$ cat config.mk
export PLATFORM = sky130hd
export DESIGN_NAME = spi_slave_reg_ctrl
export DESIGN_NICKNAME = d
export VERILOG_FILES = /design/src/rtl/spi_slave_reg_ctrl.sv
export SDC_FILE = /design/constraint.sdc
export NUM_CORES = 1
export LEC_CHECK = 0
export BUFFER_PORTS_ARGS = -buffer_cell sky130_fd_sc_hd__buf_4
export CAP_MARGIN = 20
export CORE_UTILIZATION = 44
export CTS_BUF_LIST = sky130_fd_sc_hd__clkbuf_2 sky130_fd_sc_hd__clkbuf_4 sky130_fd_sc_hd__clkbuf_8
export DETAILED_ROUTE_END_ITERATION = 7
export PLACE_DENSITY = 0.77
export SYNTH_ARGS = -nofsm -noshare
export SYNTH_HDL_FRONTEND = slang
export SYNTH_SLANG_ARGS = --single-unit
$ cat constraint.sdc
create_clock -name clk -period 6.5 [get_ports clk]
set_clock_uncertainty 0.1 [all_clocks]
set_input_delay 0.975 -clock clk [delete_from_list [all_inputs] [get_ports clk]]
set_output_delay 0.975 -clock clk [all_outputs]
set_load 0.1 [all_outputs]
$ cat src/rtl/spi_slave_reg_ctrl.sv
// spi_slave_reg_ctrl: turns an SPI byte stream (command byte + data/dummy bytes) into register bus strobes.
// Latency: bus_wr/bus_rd 1 clk after rec_valid; response_data loads read data 3 clk after the triggering rec_valid.
// Backpressure: none; every byte is consumed as it arrives and the register bus must take one strobe per cycle.
module spi_slave_reg_ctrl #(
  parameter int         AW     = 4,
  parameter logic [7:0] STATUS = 8'hA5
) (
  input  logic          clk,
  input  logic          rst,
  input  logic          cs_n,
  input  logic [7:0]    rec_data,
  input  logic          rec_valid,
  output logic [7:0]    response_data,
  output logic          bus_wr,
  output logic          bus_rd,
  output logic [AW-1:0] bus_addr,
  output logic [7:0]    bus_wdata,
  input  logic [7:0]    bus_rdata,
  output logic          frame_done,
  output logic [7:0]    byte_cnt
);

  typedef enum logic [2:0] {
    IDLE    = 3'd0,
    CMD     = 3'd1,
    WR      = 3'd2,
    RD      = 3'd3,
    WAIT_HI = 3'd4
  } state_t;

  state_t        state;
  state_t        state_nxt;

  // chip-select synchroniser; sync_fill marks when cs_s holds a genuinely sampled value
  logic          cs_m;
  logic          cs_s;
  logic [1:0]    sync_fill;
  logic          sync_ok;

  logic [AW-1:0] addr;
  logic [AW-1:0] addr_nxt;
  logic [7:0]    cnt;
  logic [7:0]    cnt_nxt;
  logic [7:0]    cnt_inc;

  logic          wr_go;
  logic          rd_go;
  logic [AW-1:0] stb_addr;
  logic          fd_go;
  logic          in_frame;

  // a read strobe issued last cycle means bus_rdata is valid this cycle
  logic          rd_pend;

  assign sync_ok  = sync_fill[1];
  assign cnt_inc  = (cnt == 8'hFF) ? cnt : cnt + 8'd1;
  assign in_frame = (state == CMD) || (state == WR) || (state == RD);

  // Two-flop synchroniser for the raw chip select; reset to "deselected".
  always_ff @(posedge clk) begin
    if (rst) begin
      cs_m      <= 1'b1;
      cs_s      <= 1'b1;
      sync_fill <= 2'b00;
    end else begin
      cs_m      <= cs_n;
      cs_s      <= cs_m;
      sync_fill <= {sync_fill[0], 1'b1};
    end
  end

  // State, running address and per-frame byte counter.
  always_ff @(posedge clk) begin
    if (rst) begin
      state <= WAIT_HI;
      addr  <= '0;
      cnt   <= 8'd0;
    end else begin
      state <= state_nxt;
      addr  <= addr_nxt;
      cnt   <= cnt_nxt;
    end
  end

  // Next-state decode, address stepping and strobe requests.
  always_comb begin
    state_nxt = state;
    addr_nxt  = addr;
    cnt_nxt   = cnt;
    wr_go     = 1'b0;
    rd_go     = 1'b0;
    stb_addr  = bus_addr;
    fd_go     = 1'b0;

    case (state)
      WAIT_HI: begin
        // only leave once a real deselect has been seen, so a frame cut by reset is dropped
        if (sync_ok && cs_s) begin
          state_nxt = IDLE;
        end
      end
      IDLE: begin
        if (!cs_s) begin
          state_nxt = CMD;
          cnt_nxt   = 8'd0;
        end
      end
      CMD: begin
        if (rec_valid) begin
          cnt_nxt  = cnt_inc;
          addr_nxt = rec_data[AW-1:0];
          if (rec_data[7]) begin
            state_nxt = RD;
            // first read is fetched straight away so its data is ready for the next byte
            rd_go     = !cs_s;
            stb_addr  = rec_data[AW-1:0];
          end else begin
            state_nxt = WR;
          end
        end
      end
      WR: begin
        if (rec_valid) begin
          cnt_nxt  = cnt_inc;
          wr_go    = 1'b1;
          stb_addr = addr;
          addr_nxt = addr + AW'(1);
        end
      end
      RD: begin
        if (rec_valid) begin
          // dummy byte: step and prefetch the following register
          cnt_nxt  = cnt_inc;
          addr_nxt = addr + AW'(1);
          rd_go    = !cs_s;
          stb_addr = addr + AW'(1);
        end
      end
      default: begin
        state_nxt = WAIT_HI;
      end
    endcase

    // deselect ends the frame; a byte arriving in the same cycle is still counted
    if (in_frame && cs_s) begin
      state_nxt = IDLE;
      fd_go     = (cnt_nxt != 8'd0);
    end
  end

  // Register bus strobes; address and data hold between strobes.
  always_ff @(posedge clk) begin
    if (rst) begin
      bus_wr    <= 1'b0;
      bus_rd    <= 1'b0;
      bus_addr  <= '0;
      bus_wdata <= 8'd0;
      rd_pend   <= 1'b0;
    end else begin
      bus_wr  <= wr_go;
      bus_rd  <= rd_go;
      rd_pend <= bus_rd;
      if (wr_go || rd_go) begin
        bus_addr <= stb_addr;
      end
      if (wr_go) begin
        bus_wdata <= rec_data;
      end
    end
  end

  // Frame completion pulse and the published byte count of the last frame.
  always_ff @(posedge clk) begin
    if (rst) begin
      frame_done <= 1'b0;
      byte_cnt   <= 8'd0;
    end else begin
      frame_done <= fd_go;
      if (fd_go) begin
        byte_cnt <= cnt_nxt;
      end
    end
  end

  // Outgoing byte: read data after each fetch, STATUS outside read frames once no fetch is in flight.
  always_ff @(posedge clk) begin
    if (rst) begin
      response_data <= STATUS;
    end else if (rd_pend) begin
      response_data <= bus_rdata;
    end else if (!bus_rd && (state != RD)) begin
      response_data <= STATUS;
    end
  end

endmodule

# Word level (Yosys, flattened, before mapping)
# Cells that the tools add are included.
[word_totals] word_cells=83 output_inout_bits=31 reg_bits=51
[classes] n_mux=27 eq_ne=17 add_sub_neg=2 bitwise=1 reduce_logical=20
[ops] operator="2-to-1 mux 8 bit" count=5
[ops] operator="2-to-1 mux 4 bit" count=5
[ops] operator="one-hot mux 8 bit (2 select lines)" count=1
[ops] operator="2-to-1 mux 3 bit" count=4
[ops] operator="!= test 2 bit (second input constant)" count=6
[ops] operator="one-hot mux 3 bit (4 select lines)" count=1
[ops] operator="one-hot mux 4 bit (3 select lines)" count=1
[ops] operator="adder 8 x 1 -> 8 bit (second input constant)" count=1
[ops] operator="== test 8 bit (second input constant)" count=1
[ops] operator="2-to-1 mux 1 bit" count=8
[ops] operator="one-hot mux 4 bit (2 select lines)" count=1
[ops] operator="AND reduction 4 bit" count=2
[ops] operator="nonzero test 8 bit" count=1
[ops] operator="== test 3 x 2 -> 1 bit (second input constant)" count=2
[ops] operator="!= test 3 x 2 -> 1 bit (second input constant)" count=2
[ops] operator="!= test 3 bit (second input constant)" count=2
[ops] operator="AND reduction 6 bit" count=1
[ops] operator="adder 4 x 1 -> 4 bit (second input constant)" count=1
[ops] operator="!= test 2 x 1 -> 1 bit (second input constant)" count=2
[ops] operator="nonzero test 2 bit" count=2
[ops] operator="OR reduction 2 bit" count=2
[ops] operator="== test 3 x 1 -> 1 bit (second input constant)" count=1
[ops] operator="== test 3 bit (second input constant)" count=1
[ops] operator="logical AND 1 bit" count=3
[ops] operator="8 further kinds" count=11

# Longest topological paths before layout
# Gate-level depths: netlist (run 1).
[depth] word_depth=6 depth_mapped=8 ltp_nobuf=7

# Worst setup path before layout (run 1)
# Ideal clock, no wire load.
[synth_path] path_kind="input to register" startpoint="input port rec_valid" endpoint="register byte_cnt[1]" setup_ns=0.121 setup_slack_ns=3.773 n_path_buf=1 t_arrival_ns=2.506 cell_stages=6 path_cell_list="buf_2 -> and4_1 -> o21ai_0 -> a311oi_1 -> a41oi_2 -> mux2_2"
[synth_between] elab_chain_len=4
[synth_lines] element="start: declaration" line="12" text="input logic rec_valid,"
[synth_lines] element="2-to-1 mux 8 bit *" line="109, 123, 131"
[synth_lines] element="one-hot mux 8 bit (2 select lines) *" line="95" text="case (state)"
[synth_lines] element="nonzero test 8 bit" line="147" text="fd_go = (cnt_nxt != 8'd0);"
[synth_lines] element="2-to-1 mux 1 bit" line="145" text="if (in_frame && cs_s) begin"
[synth_lines] element="end signal: assignment" line="180" text="byte_cnt <= cnt_nxt;"
[synth_lines] element="end: declaration" line="20" text="output logic [7:0] byte_cnt"
# Every way passes the cells marked *; elsewhere a longest branch is shown, timed or not.
# A chain may end at the register's enable or synchronous reset.

# Worst setup path after layout (run 1)
[layout_path] startpoint="input port rec_valid" endpoint="register byte_cnt[5]"
# Same word-level chain as after synthesis.

==> qor.yml, run 1 <==
run_status:
  outcome: "complete, no violations"
cells_and_area:
  n_antenna_cell: 0
  fin_nets: 334
  postLayoutCellArea_um2: 2749
  drive_gt1_frac: 0.2154
  syn2layout_area_growth_pct: 19.66
logic_synthesis:
  ys_warn_count: 0
  synth_enable_flop_cells: 0
  postSynthNetCount: 294
  syn_area_per_cell_um2: 8.446
  synth_compound_area_frac: 0.2266
  synthCells: 272
  synth_xor_area_frac: 0.01144
  synth_top_cell_by_area: "dfxtp_1"
  synthSimpleGateAreaFrac: 0.2440
  synth_mux_area_frac: 0.01961
  synth_area_um2: 2297
  ys.flop_type: "dfxtp_1"
  ys_seq_elements: 51
  synth.top_cell.area_share: 0.4444
  yosysSeqAreaShare: 0.4444
  yosys.area_share.adder: 0.01089
  ys_async_sr_fraction: 0
  synth_area_leaders: "dfxtp_1, nand2_1, a21oi_1, nor2_1, a2111oi_4"
  ys_types: 46
  synth_top_family_by_area: "simple AND/OR/NAND/NOR gates"
power:
  power.net_switching_uw: 112.8
  p_comb_frac: 0.042
  clkPwrFrac: 0.335
  power_uw: 508.4
  ir_worst_vdd_mv: 0.1398
  p_seq_frac: 0.623
  cellLeakagePower_uw: 0.001016
  p_int_uw: 395.6
  power_density_nw_per_um2: 185.0
  p_sw_frac: 0.2219
clock_network:
  h-tree-depth: 2
  clk_path_buf_depth: 2
  clkLatencyLatePin_ns: 0.31
  post_cts_buffers: 0
  cts_hold_repair.buffers: 0
  ctsResizeCount: 0
  numCtsBuffers: 5
  cts_sinks: 51
  cts.root.buffer_cell: "clkbuf_8"
  path_clk_slew_ns: 0.08
  cts_tree: "yes"
flow_run:
  max_cap_viol_count: 0
place:
  pre_cts_slack_ns: 3.428
  gp_congestion: 0.8741
  placed_area_um2: 2673
  io_buffers: 50
  hpwl_um: 3625
die:
  core.rowCount: 25
  initial_core_util: 0.4708
  die_area_um2: 5514
  coreArea_um2: 4880
  pin_count: 51
  die_w_um: 74.26
  fp.dieH_um: 74.26
route:
  ant_nets: 0
  wl_met3_um: 321
  top_layer: "met4"
  drt-met1-wl_um: 2381
  drc: 0
  wire_per_inst_um: 13.37
  viasPerCell: 5.534
  vias: 2092
  drt_iter0_drc: 131
  dr_wl_met2_um: 2240
  wirelength_um: 5055
  dr.pass1.iters: 4
timing:
  timing.slew.headroom: 0.4257
  fmaxAchievable_ghz: 0.3579
  rsz0062_at_grt: "false"
  period_share: 0.4298
  maxSlewViolCount: 0
  tightest_slew_ns: 0.8596
  finalSetupTns_ns: 0
  setup-violations-final: 0
  hold_viol: 0
  fin_crit_ns: 2.794
  layout_setup_ws_ns: 3.706
worst_setup_path:
  worst-path-buf-inv: 1
  cp.arrival_ns: 2.89
  required_ns: 6.60
  cp_top_family: "compound AO/OA/AOI/OAI gates"
  slowest_delay_ns: 0.43
  cp_max_fo: 12
  crit_type: "primary input to flip-flop"
  path_cells: "buf_4, nand2b_1, nor2_1, a311oi_1, a2111oi_4, a41oi_2, mux2_2"
  end_kind: "flip-flop"
  critPathLaunchType: "primary input"
  slowest_stage: "a2111oi_4"
global_route:
  grt_max_degree: 45
  grt_pass1_wl_um: 8017
  grt_overflow_total: 0
  first_global_vias: 1783
  grt_usage: 0.1917
  antenna_found_initial: 0
min_path:
  hold_path.class: "flip-flop to flip-flop"
-- cells by family (layout without fill, tap and decap cells) --
logic type / Yosys count / after routing
simple gates: 119 / 119
compound gates: 72 / 72
flops: 51 / 51
buf+inv: 21 / 60
mux: 4 / 4
xor+xnor: 3 / 3
fa+ha+maj: 2 / 2
-- synth_stat cells (2+ instances only) --
cell type  instances
a2111oi_4          2
a211o_1            2
a211oi_1           3
a21oi_1           27
a22oi_1            6
a311oi_1           4
a31oi_1            2
a41oi_1            3
and2_1             7
buf_2              3
buf_6              2
clkbuf_1          11
dfxtp_1           51
ha_1               2
inv_1              4
mux2_2             4
nand2_1           44
nand2b_1           2
nand3_1            6
nand3b_1           2
nand4_1            4
nor2_1            29
nor2b_1            7
nor3_1             4
nor3b_1            2
nor4_1             3
o21a_1             2
o21ai_0            6
o22ai_1            4
o32ai_1            2
o41ai_1            2
or2_1              2
or2_2              3
xnor2_1            3
-- power groups by stage --
stage	Sequential (uW)	Clock [uW]	Combinational, uW
6_report	317	170	21.5
5_1_grt	317	188	23.5
4_1_cts	317	175	21.6
3_5_place_dp	324	0	21.4
3_3_place_gp	324	0	21.3
2_1_floorplan	322	0	12.1
-- path summary, 6_finish.rpt --
check                                from  slack (ns)          end  cells after the start
worst min register to register       cs_m        0.32         cs_s                      1
worst max-delay path            rec_valid        3.71  byte_cnt[5]                      7
worst max register to register     cnt[0]        3.71  byte_cnt[5]                      7
worst min-delay path                 cs_m        0.32         cs_s                      1
-- cell type report --
class,instances,area [um2]
multi-input cells,200,1177
clock buffers,5,68.82
clock inverters,1,7.507
inverters,4,15.01
repair buffers,50,375.4
flip-flops and latches,51,1021
well taps,67,83.83
fillers,463,2131
-- flip-flops by register name (all words and copies together), names as in the netlist --
name and cells:
frame_done 1, bus_wdata 8, sync_fill 2, cs_s 1, addr 4, state 3
cnt 8, rd_pend 1, bus_addr 4, bus_rd 1, bus_wr 1, response_data 8
cs_m 1, byte_cnt 8
-- metrics by stage --
| stage | util | std cells | hold WS (ns) |
|---|---|---|---|
| 2_1_floorplan | - | 272 | 0.2895 |
| 3_3_place_gp | 0.5477 | 372 | 0.2933 |
| 3_5_place_dp | 0.5477 | 372 | 0.3024 |
| 4_1_cts | 0.5633 | 378 | 0.3294 |
| 5_1_grt | 0.5633 | 378 | 0.3319 |
| 6_report | 0.5633 | 378 | 0.3243 |
-- layout by cell type (no fill, tap or decap), types with 3 or more instances in the layout --
cell / count
a211oi_1: 3
a21oi_1: 27
a22oi_1: 6
a311oi_1: 4
a41oi_1: 3
and2_1: 7
buf_4: 50
clkbuf_8: 5
dfxtp_1: 51
inv_1: 4
mux2_2: 4
nand2_1: 44
nand3_1: 6
nand4_1: 4
nor2_1: 29
nor2b_1: 7
nor3_1: 4
nor4_1: 3
o21ai_0: 6
o22ai_1: 4
or2_2: 3
xnor2_1: 3
-- layer usage --
| metal | global-route usage | up-vias |
|---|---|---|
| li1 | - | 1049 |
| met1 | 0.2609 | 954 |
| met2 | 0.2828 | 78 |
| met3 | 0.04472 | 11 |
| met4 | 0.1006 | 0 |
| met5 | 0 | - |
(Power assumes the default switching activity.)
==> run 2, diff against run 1 <==
--- a/config.mk
+++ b/config.mk
@@ -5,6 +5,7 @@
 export SDC_FILE = /design/constraint.sdc
 export NUM_CORES = 1
 export LEC_CHECK = 0
+export ABC_AREA = 1
 export BUFFER_PORTS_ARGS = -buffer_cell sky130_fd_sc_hd__buf_4
 export CAP_MARGIN = 20
 export CORE_UTILIZATION = 44
==> constraint.sdc (replaced) <==
create_clock -name clk -period 2.6 [get_ports clk]
set_clock_uncertainty 0.1 [all_clocks]
set_input_delay 0.39 -clock clk [delete_from_list [all_inputs] [get_ports clk]]
set_output_delay 0.39 -clock clk [all_outputs]
set_load 0.1 [all_outputs]
==> qor.yml, run 2 <==
global_route:
  first_global_vias: 1943
  grt_overflow_total: 0
  grt_pass1_wl_um: 8680
  grt_max_degree: 22
  grt_usage: 0.2022
  antenna_found_initial: 0
die:
  fp.dieH_um: 75.14
  core.rowCount: 26
  pin_count: 51
  initial_core_util: 0.4579
  coreArea_um2: 5140
  die_area_um2: 5645
  die_w_um: 75.14
logic_synthesis:
  ys_seq_elements: 51
  synth_top_cell_by_area: "dfxtp_1"
  yosys.cell_count.top_type: "nand2_1"
  synthCells: 334
  synth_area_um2: 2354
  syn_area_per_cell_um2: 7.046
  postSynthNetCount: 356
  ys_warn_count: 0
  synth_enable_flop_cells: 0
  ys_types: 30
  yosysSeqAreaShare: 0.4338
  synth_area_leaders: "dfxtp_1, nand2_1, nor2_1, nand3_1, inv_1"
  synth_common_cells: "nand2_1, dfxtp_1, nor2_1"
  synth.top_cell.area_share: 0.4338
  ys_async_sr_fraction: 0
  ys.flop_type: "dfxtp_1"
route:
  wirelength_um: 5171
  vias: 2216
  ant_nets: 0
  drc: 0
  viasPerCell: 4.870
  dr.pass1.iters: 4
  wire_per_inst_um: 11.36
  drt_iter0_drc: 174
clock_network:
  ctsResizeCount: 0
  path_clk_slew_ns: 0.09
  post_cts_buffers: 0
  cts_sinks: 51
  cts_hold_repair.buffers: 0
  cts.root.buffer_cell: "clkbuf_8"
  clk_path_buf_depth: 2
  numCtsBuffers: 5
  h-tree-depth: 2
  clkLatencyLatePin_ns: 0.31
  cts_tree: "yes"
cells_and_area:
  multi_input_area_um2: 1104
  fin_nets: 406
  final_cell_mix: "nand2_1, buf_4, dfxtp_1"
  drive_gt1_frac: 0.2208
  fill_cells: 522
  seqCellArea_um2: 1021
  final_common_cell: "nand2_1"
  syn2layout_area_growth_pct: 22.12
  n_antenna_cell: 0
power:
  p_seq_frac: 0.498
  clkPwrFrac: 0.284
  ir_worst_vdd_mv: 0.3327
  power.net_switching_uw: 558.1
  power_density_nw_per_um2: 599.6
  p_sw_frac: 0.3239
  power_uw: 1723
  cellLeakagePower_uw: 0.001388
  p_comb_frac: 0.218
  p_int_uw: 1165
worst_setup_path:
  cp_max_fo: 11
  required_ns: 2.70
  end_kind: "flip-flop"
  critPathLaunchType: "flip-flop"
  crit_type: "flip-flop to flip-flop"
  r2r_cells: 15
  cp.arrival_ns: 2.23
flow_run:
  max_cap_viol_count: 0
place:
  hpwl_um: 3812
  gp_congestion: 0.8477
  io_buffers: 50
timing:
  hold_viol: 0
  timing.slew.headroom: 0.7059
  period_share: 0.8175
  fmaxAchievable_ghz: 0.4705
  finalSetupTns_ns: 0
  rsz0062_at_grt: "false"
  fin_crit_ns: 2.126
  hold-worst-slack_ns: 0.1647
  tightest_slew_ns: 0.4385
  maxSlewViolCount: 0
  setup-violations-final: 0
min_path:
  hold_depth: 2
  hold_path.class: "primary input to flip-flop"
run_status:
  outcome: "complete, no violations"
-- run 2: cell types whose count changed after synthesis, moves of 4 or more --
cell      change
clkbuf_1      -8
nor2_1       +19
and2_1        -6
a21oi_1       -4
nand3_1      +26
a311oi_1      -4
inv_1        +33
a22oi_1       -6
nor2b_1       -7
inv_2         +6
mux2_2        -4
nand2_2       +7
o21ai_0      +15
nand2_1      +24
-- run 2: worst max-delay path, cell delays in order (launching register included) --
cell and delay (ns):
dfxtp_1 0.34, ha_1 0.24, nand2_1 0.12, nor2_4 0.05
nand2_4 0.10, nand2_2 0.07, nand2_1 0.08, nand3_1 0.08
nand2_1 0.13, nand3_1 0.10, nor2_1 0.13, nand2_2 0.16
nand2_2 0.16, nand2_1 0.07, nand2_1 0.06, nor2_1 0.04
-- run 2: final timing paths --
kind                  endpoint          from  slack [ns]
hold / removal            cs_m          cs_n        0.16
setup reg to reg   byte_cnt[0]        cnt[0]        0.47
hold reg to reg   sync_fill[1]  sync_fill[0]        0.31
setup / recovery   byte_cnt[0]        cnt[0]        0.47
-- run 2: per-layer routing --
layer	track usage	vias up	routed length, um
li1	-	1169	-
met1	0.2780	990	2518
met2	0.3103	51	2314
met3	0.05221	6	278
met4	0.06584	0	58
met5	0	-	0
-- run 2: logic make-up after synthesis --
kind of cell               share of synthesized area
and+or+nand+nor                               0.3190
xor gates and xnor gates                     0.01117
AOI/OAI and AO/OA                             0.1281
DFF                                           0.4338
buffers and inverters                        0.09728
adders and majority gates                    0.01063
-- run 2: cell type report --
cell class,instances,share of cell area
repair buffers,53,0.1384
clock inverters,1,0.003047
multi-input cells,229,0.3840
well taps,70,0.03047
inverters,44,0.05747
clock buffers,7,0.03135
flip-flops and latches,51,0.3552
-- run 2: per-stage QoR --
stage / setup slack [ns] / utilization / instance area [um2] / cells
2_1_floorplan: 0.7188 / - / 2354 / 334
3_3_place_gp: 0.5707 / 0.5399 / 2775 / 447
3_5_place_dp: 0.4924 / 0.5399 / 2775 / 447
4_1_cts: 0.4778 / 0.5592 / 2874 / 455
5_1_grt: 0.2237 / 0.5592 / 2874 / 455
6_report: 0.4745 / 0.5592 / 2874 / 455
-- run 2: power by group through the flow --
stage                     logic (uW)  clock network (uW)  registers (uW)
after floorplan                  267                   0             914
after global placement           370                   0             874
after detailed placement         374                   0             875
after CTS                        376                 496             857
after global routing             417                 534             865
final                            376                 489             858
